File: src/rtl/hack_pkg.sv
// Shared constants for the Hack control unit: FSM encodings and instruction field positions.
// No logic here; imported by every hack_* file.
package hack_pkg;

  localparam logic [2:0] ST_FETCH  = 3'd0;
  localparam logic [2:0] ST_DECODE = 3'd1;
  localparam logic [2:0] ST_MEMRD  = 3'd2;
  localparam logic [2:0] ST_EXEC   = 3'd3;
  localparam logic [2:0] ST_MEMWR  = 3'd4;
  localparam logic [2:0] ST_WB     = 3'd5;
  localparam logic [2:0] ST_RESET  = ST_FETCH;

  localparam int unsigned BIT_TYPE   = 15;
  localparam int unsigned BIT_A      = 12;
  localparam int unsigned COMP_HI    = 11;
  localparam int unsigned COMP_LO    = 6;
  localparam int unsigned BIT_DEST_A = 5;
  localparam int unsigned BIT_DEST_D = 4;
  localparam int unsigned BIT_DEST_M = 3;
  localparam int unsigned JMP_HI     = 2;
  localparam int unsigned JMP_LO     = 0;

endpackage

File: src/rtl/hack_jump_eval.sv
// Jump condition from the C-instruction jmp bits and the ALU flags.
// Latency: combinational. Backpressure: none.
module hack_jump_eval
  import hack_pkg::*;
(
  input  logic [2:0] jmp,
  input  logic       zr,
  input  logic       ng,
  output logic       take
);

  // jmp[2]: out<0, jmp[1]: out==0, jmp[0]: out>0
  assign take = (jmp[2] & ng) | (jmp[1] & zr) | (jmp[0] & ~ng & ~zr);

endmodule

File: src/rtl/hack_ctrl.sv
// Multi-cycle Hack control unit and A/D/PC register file driving an external combinational ALU.
// Latency: A-instr 2 cycles, C-instr 4 (+1 M read, +1 M write), plus every ack wait cycle.
// Backpressure: each req holds until its ack is sampled; the FSM stalls in place meanwhile.
module hack_ctrl
  import hack_pkg::*;
#(
  parameter int              ADDR_W   = 15,
  parameter logic [ADDR_W-1:0] RESET_PC = '0
) (
  input  logic              clk,
  input  logic              rst_n,
  output logic              imem_req,
  output logic [ADDR_W-1:0] imem_addr,
  input  logic              imem_ack,
  input  logic [15:0]       imem_data,
  output logic              dmem_rd_req,
  output logic              dmem_wr_req,
  output logic [ADDR_W-1:0] dmem_addr,
  output logic [15:0]       dmem_wdata,
  input  logic              dmem_ack,
  input  logic [15:0]       dmem_rdata,
  output logic [15:0]       alu_x,
  output logic [15:0]       alu_y,
  output logic [5:0]        alu_fn,
  input  logic [15:0]       alu_out,
  input  logic              alu_zr,
  input  logic              alu_ng,
  output logic [ADDR_W-1:0] pc
);

  logic [2:0]        state_q;
  logic [15:0]       a_q;
  logic [15:0]       d_q;
  logic [15:0]       ir_q;
  logic [15:0]       m_q;
  logic [15:0]       r_q;
  logic              take_q;
  logic [ADDR_W-1:0] pc_q;
  logic [ADDR_W-1:0] pc_inc;
  logic              take_w;

  assign pc_inc = pc_q + ADDR_W'(1);

  hack_jump_eval u_jump (
    .jmp  (ir_q[JMP_HI:JMP_LO]),
    .zr   (alu_zr),
    .ng   (alu_ng),
    .take (take_w)
  );

  // Requests are gated by rst_n so they fall the instant reset asserts.
  assign imem_req    = rst_n && (state_q == ST_FETCH);
  assign dmem_rd_req = rst_n && (state_q == ST_MEMRD);
  assign dmem_wr_req = rst_n && (state_q == ST_MEMWR);

  assign imem_addr  = pc_q;
  assign dmem_addr  = a_q[ADDR_W-1:0];
  assign dmem_wdata = r_q;
  assign pc         = pc_q;

  assign alu_x  = d_q;
  assign alu_y  = ir_q[BIT_A] ? m_q : a_q;
  assign alu_fn = ir_q[COMP_HI:COMP_LO];

  always_ff @(posedge clk or negedge rst_n) begin
    if (!rst_n) begin
      state_q <= ST_RESET;
      a_q     <= '0;
      d_q     <= '0;
      ir_q    <= '0;
      m_q     <= '0;
      r_q     <= '0;
      take_q  <= 1'b0;
      pc_q    <= RESET_PC;
    end else begin
      case (state_q)
        ST_FETCH: begin
          if (imem_ack) begin
            ir_q    <= imem_data;
            state_q <= ST_DECODE;
          end
        end
        ST_DECODE: begin
          if (!ir_q[BIT_TYPE]) begin
            a_q     <= {1'b0, ir_q[14:0]};
            pc_q    <= pc_inc;
            state_q <= ST_FETCH;
          end else begin
            state_q <= ir_q[BIT_A] ? ST_MEMRD : ST_EXEC;
          end
        end
        ST_MEMRD: begin
          if (dmem_ack) begin
            m_q     <= dmem_rdata;
            state_q <= ST_EXEC;
          end
        end
        ST_EXEC: begin
          r_q     <= alu_out;
          take_q  <= take_w;
          state_q <= ir_q[BIT_DEST_M] ? ST_MEMWR : ST_WB;
        end
        ST_MEMWR: begin
          if (dmem_ack) state_q <= ST_WB;
        end
        ST_WB: begin
          if (ir_q[BIT_DEST_A]) a_q <= r_q;
          if (ir_q[BIT_DEST_D]) d_q <= r_q;
          // jump target is the A value from before this write-back
          pc_q    <= take_q ? a_q[ADDR_W-1:0] : pc_inc;
          state_q <= ST_FETCH;
        end
        default: state_q <= ST_RESET;
      endcase
    end
  end

endmodule

File: config.mk
export PLATFORM = sky130hd
export DESIGN_NAME = hack_ctrl
export DESIGN_NICKNAME = d
export VERILOG_FILES = /design/src/rtl/hack_pkg.sv /design/src/rtl/hack_jump_eval.sv /design/src/rtl/hack_ctrl.sv
export SDC_FILE = /design/constraint.sdc
export NUM_CORES = 1
export LEC_CHECK = 0
export CORE_ASPECT_RATIO = 1.4
export CORE_MARGIN = 4
export CORE_UTILIZATION = 35
export DETAILED_ROUTE_END_ITERATION = 16
export GPL_ROUTABILITY_DRIVEN = 1
export SLEW_MARGIN = 20
export SYNTH_ARGS = -nofsm -noshare
export SYNTH_HDL_FRONTEND = slang
export SYNTH_SLANG_ARGS = --single-unit
File: constraint.sdc
create_clock -name clk -period 3.9 [get_ports clk]
set_input_delay 0.39 -clock clk [delete_from_list [all_inputs] [get_ports clk]]
set_output_delay 0.39 -clock clk [all_outputs]
set_load 0.01 [all_outputs]
==> impl_metrics.csv <==
group,metric,value,unit
clocking,cts.sinks,99,
clocking,h-tree-depth,3,
critical_path,max_stage_delay,950,ps
logic_synthesis,syn_nets,458,
grt,antenna_found_initial,0,
clocking,clk_latency,330,ps
grt,grt_use_total,16.2,%
floorplan,core_area,13400,µm²
timing,rsz0062_at_grt,"false",
logic_synthesis,synthFlopType,"dfrtp_1",
flow_run,drv_cap,0,
power,p_sw,1.96,mW
placement,portBuffers,155,
timing,layout_setup_ws,1310,ps
logic_synthesis,yosysSeqAreaShare,51.7,%
power,cellInternalPower,3.54,mW
logic_synthesis,synth-edff-count,0,
clocking,clkTransAtPathRegs,70,ps
placement,dp_hpwl,9.29,mm
detailed_routing,drt-initial-drc-count,193,
layout,seqCellArea,2480,µm²
power,clock_power_share,15.6,%
critical_path,crit_buf_inv,1,
critical_path,cp_top_family,"flip-flops",
timing,setup_violations,0,
clocking,cts_root_buf,"clkbuf_16",
placement,place.gp.congestion,0.740,
timing,hold_violations,0,
logic_synthesis,synth_area_leader_cell,"dfrtp_1",
timing,tightest_slew,930,ps
critical_path,path_class,"register to primary output",
logic_synthesis,ys_top_cells_by_area,"dfrtp_1, mux2_2, buf_4, mux2i_1, o21ai_0",
critical_path,path_cells,"mux2_2, clkdlybuf4s50_1",
timing,hold_ws,69.8,ps
grt,grt_start_max_net_pins,54,
layout,utilization,48.3,%
detailed_routing,avgRoutedWirePerCell,17.7,µm
power,peakVddDrop,0.367,mV
floorplan,ios,156,
floorplan,rows,50,
power,p_sw_share,35.6,%
clocking,ctsResizeCount,0,
timing,finClkSkew,6.01,ps
floorplan,die_area,15700,µm²
hold_path,hp-class,"input pin to asynchronous set/reset pin",
grt,grt_pass1_wl,19.9,mm
logic_synthesis,yosysTopAreaCellShare,51.7,%
layout,layout-drive-gt1-share,20.1,%
timing,relSlewSlack,37.8,%
critical_path,cp.required,3510,ps
detailed_routing,vias,3436,
layout,layout.nets,567,
timing,fmax,387,MHz
power,pwr-share-comb,47.1,%
timing,fin_tns_setup,0,ps
clocking,cts_setup_buffers,0,
run_status,status,"completed",
detailed_routing,wl,12.3,mm
power,leakagePower,2.75,nW
placement,dpl_worst_slack,1630,ps
power,power_per_cell_area,851,nW/µm²
clocking,cts_buffer_depth,2,
grt,grt_overflow_total,0,
logic_synthesis,ys_warn_count,0,
logic_synthesis,synth_area_per_cell,11.9,µm²
critical_path,endpoint_kind,"primary output",
detailed_routing,route.detailed.drc,0,
layout,n_antenna_cell,0,
power,power_frac_seq,37.4,%
critical_path,arrival,2200,ps
critical_path,critPathSlowestCell,"dfrtp_1",
critical_path,crit_path_max_fanout,20,
logic_synthesis,ys_seq_elements,99,
logic_synthesis,yosys.cell_types.count,48,
critical_path,critPathLaunchType,"register",
timing,drv_slew,0,
layout,multi_input_area,1900,µm²
floorplan,dieHeight,146,µm
layout,syn2layout_area_growth,34.8,%
clocking,numCtsBuffers,9,
timing,fin_crit,2590,ps
clocking,tritoncts,"yes",
floorplan,initial_core_util,35.8,%
layout,nFillCells,1274,
clocking,hold_buffers,0,
timing,post-route-period-util,66.3,%
logic_synthesis,async_flop_share,100,%
floorplan,dieWidth,107,µm
detailed_routing,via_per_inst,4.92,
logic_synthesis,synth_area,4790,µm²
grt,grt_pass1_vias,3568,
detailed_routing,postRouteAntennaNets,0,
power,p_total,5.50,mW
detailed_routing,firstDrtPassIters,4,
logic_synthesis,syn_inst,403,
-- state kept, by name, summed over array words and instances, names as in the netlist --
register / cells
a_q: 16
alu_x: 16
dmem_wdata: 16
ir_q: 16
m_q: 16
imem_addr: 15
state_q: 3
take_q: 1
-- layout by cell type (no fill, tap or decap), drive strengths merged, types with 4 or more instances in the layout --
| cell type | netlist | final |
|---|---|---|
| and3 | 5 | 5 |
| nor2 | 6 | 6 |
| o21ai | 26 | 26 |
| o22ai | 4 | 4 |
| a21oi | 13 | 13 |
| nand2b | 7 | 7 |
| nand3 | 15 | 15 |
| mux2i | 14 | 14 |
| clkdlybuf4s50 | 0 | 154 |
| nand2 | 32 | 32 |
| mux2 | 78 | 78 |
| o211ai | 4 | 4 |
| nor3 | 4 | 4 |
| dfrtp | 99 | 99 |
| clkbuf | 7 | 13 |
-- per-layer routing --
layer	GRT usage (%)	routed length [µm]	up-vias
li1	-	-	1623
met2	27.7	6480	105
met3	3.89	660	12
met1	19.9	5020	1696
met4	5.63	191	0
met5	0	0	-
-- cell families (layout without fill, tap and decap cells) --
logic type                 after synthesis  in the layout  share of synthesized area (%)
and+or+nand+nor                         87             87                           10.3
adders and majority gates                1              1                          0.261
DFF                                     99             99                           51.7
buffers and inverters                   61            175                           8.69
AOI/OAI and AO/OA                       63             63                           7.86
muxes                                   92             92                           21.2
-- power by group through the flow --
stage,sequential [mW],clock [mW],combinational (mW)
finish,2.06,0.857,2.59
global route,2.14,0.937,2.80
CTS,2.07,0.890,2.63
detailed placement,2.09,0,2.62
global placement,2.06,0,2.58
floorplan,1.96,0,1.56
-- synthesized netlist by cell type, drive strengths merged (4+ instances only) --
| cell type | n |
|---|---|
| mux2i | 14 |
| and3 | 5 |
| o211ai | 4 |
| nand3 | 15 |
| clkbuf | 7 |
| o22ai | 4 |
| dfrtp | 99 |
| o21ai | 26 |
| mux2 | 78 |
| nand2 | 32 |
| buf | 51 |
| nor3 | 4 |
| nor2 | 6 |
| a21oi | 13 |
| nand2b | 7 |
-- path summary, 6_finish.rpt --
kind	from	end	slack, ps	depth (start not counted)
worst max-delay path	ir_q[12]	alu_y[8]	1310	2
worst min-delay path	rst_n	m_q[1]	70	1
worst max register to register	state_q[1]	a_q[15]	1660	3
worst min register to register	alu_x[15]	alu_x[15]	500	2
max in group asynchronous	rst_n	ir_q[13]	2680	2
min in group clk	alu_x[15]	alu_x[15]	500	2
-- metrics by stage --
step                      instances  cell area [µm²]
after CTS                       699             6460
after floorplan                 403             4790
after global routing            699             6460
after global placement          683             6170
final                           699             6460
after detailed placement        683             6170
-- area by class of cell --
class	instances	share of cell area, %
Timing Repair Buffer	156	24.1
Multi-Input combinational cell	243	29.4
Clock inverter	3	0.329
Clock buffer	13	4.18
Sequential cell	99	38.3
Tap cell	182	3.52
Inverter	3	0.174
No activity file was read; power rests on OpenSTA's default activity.
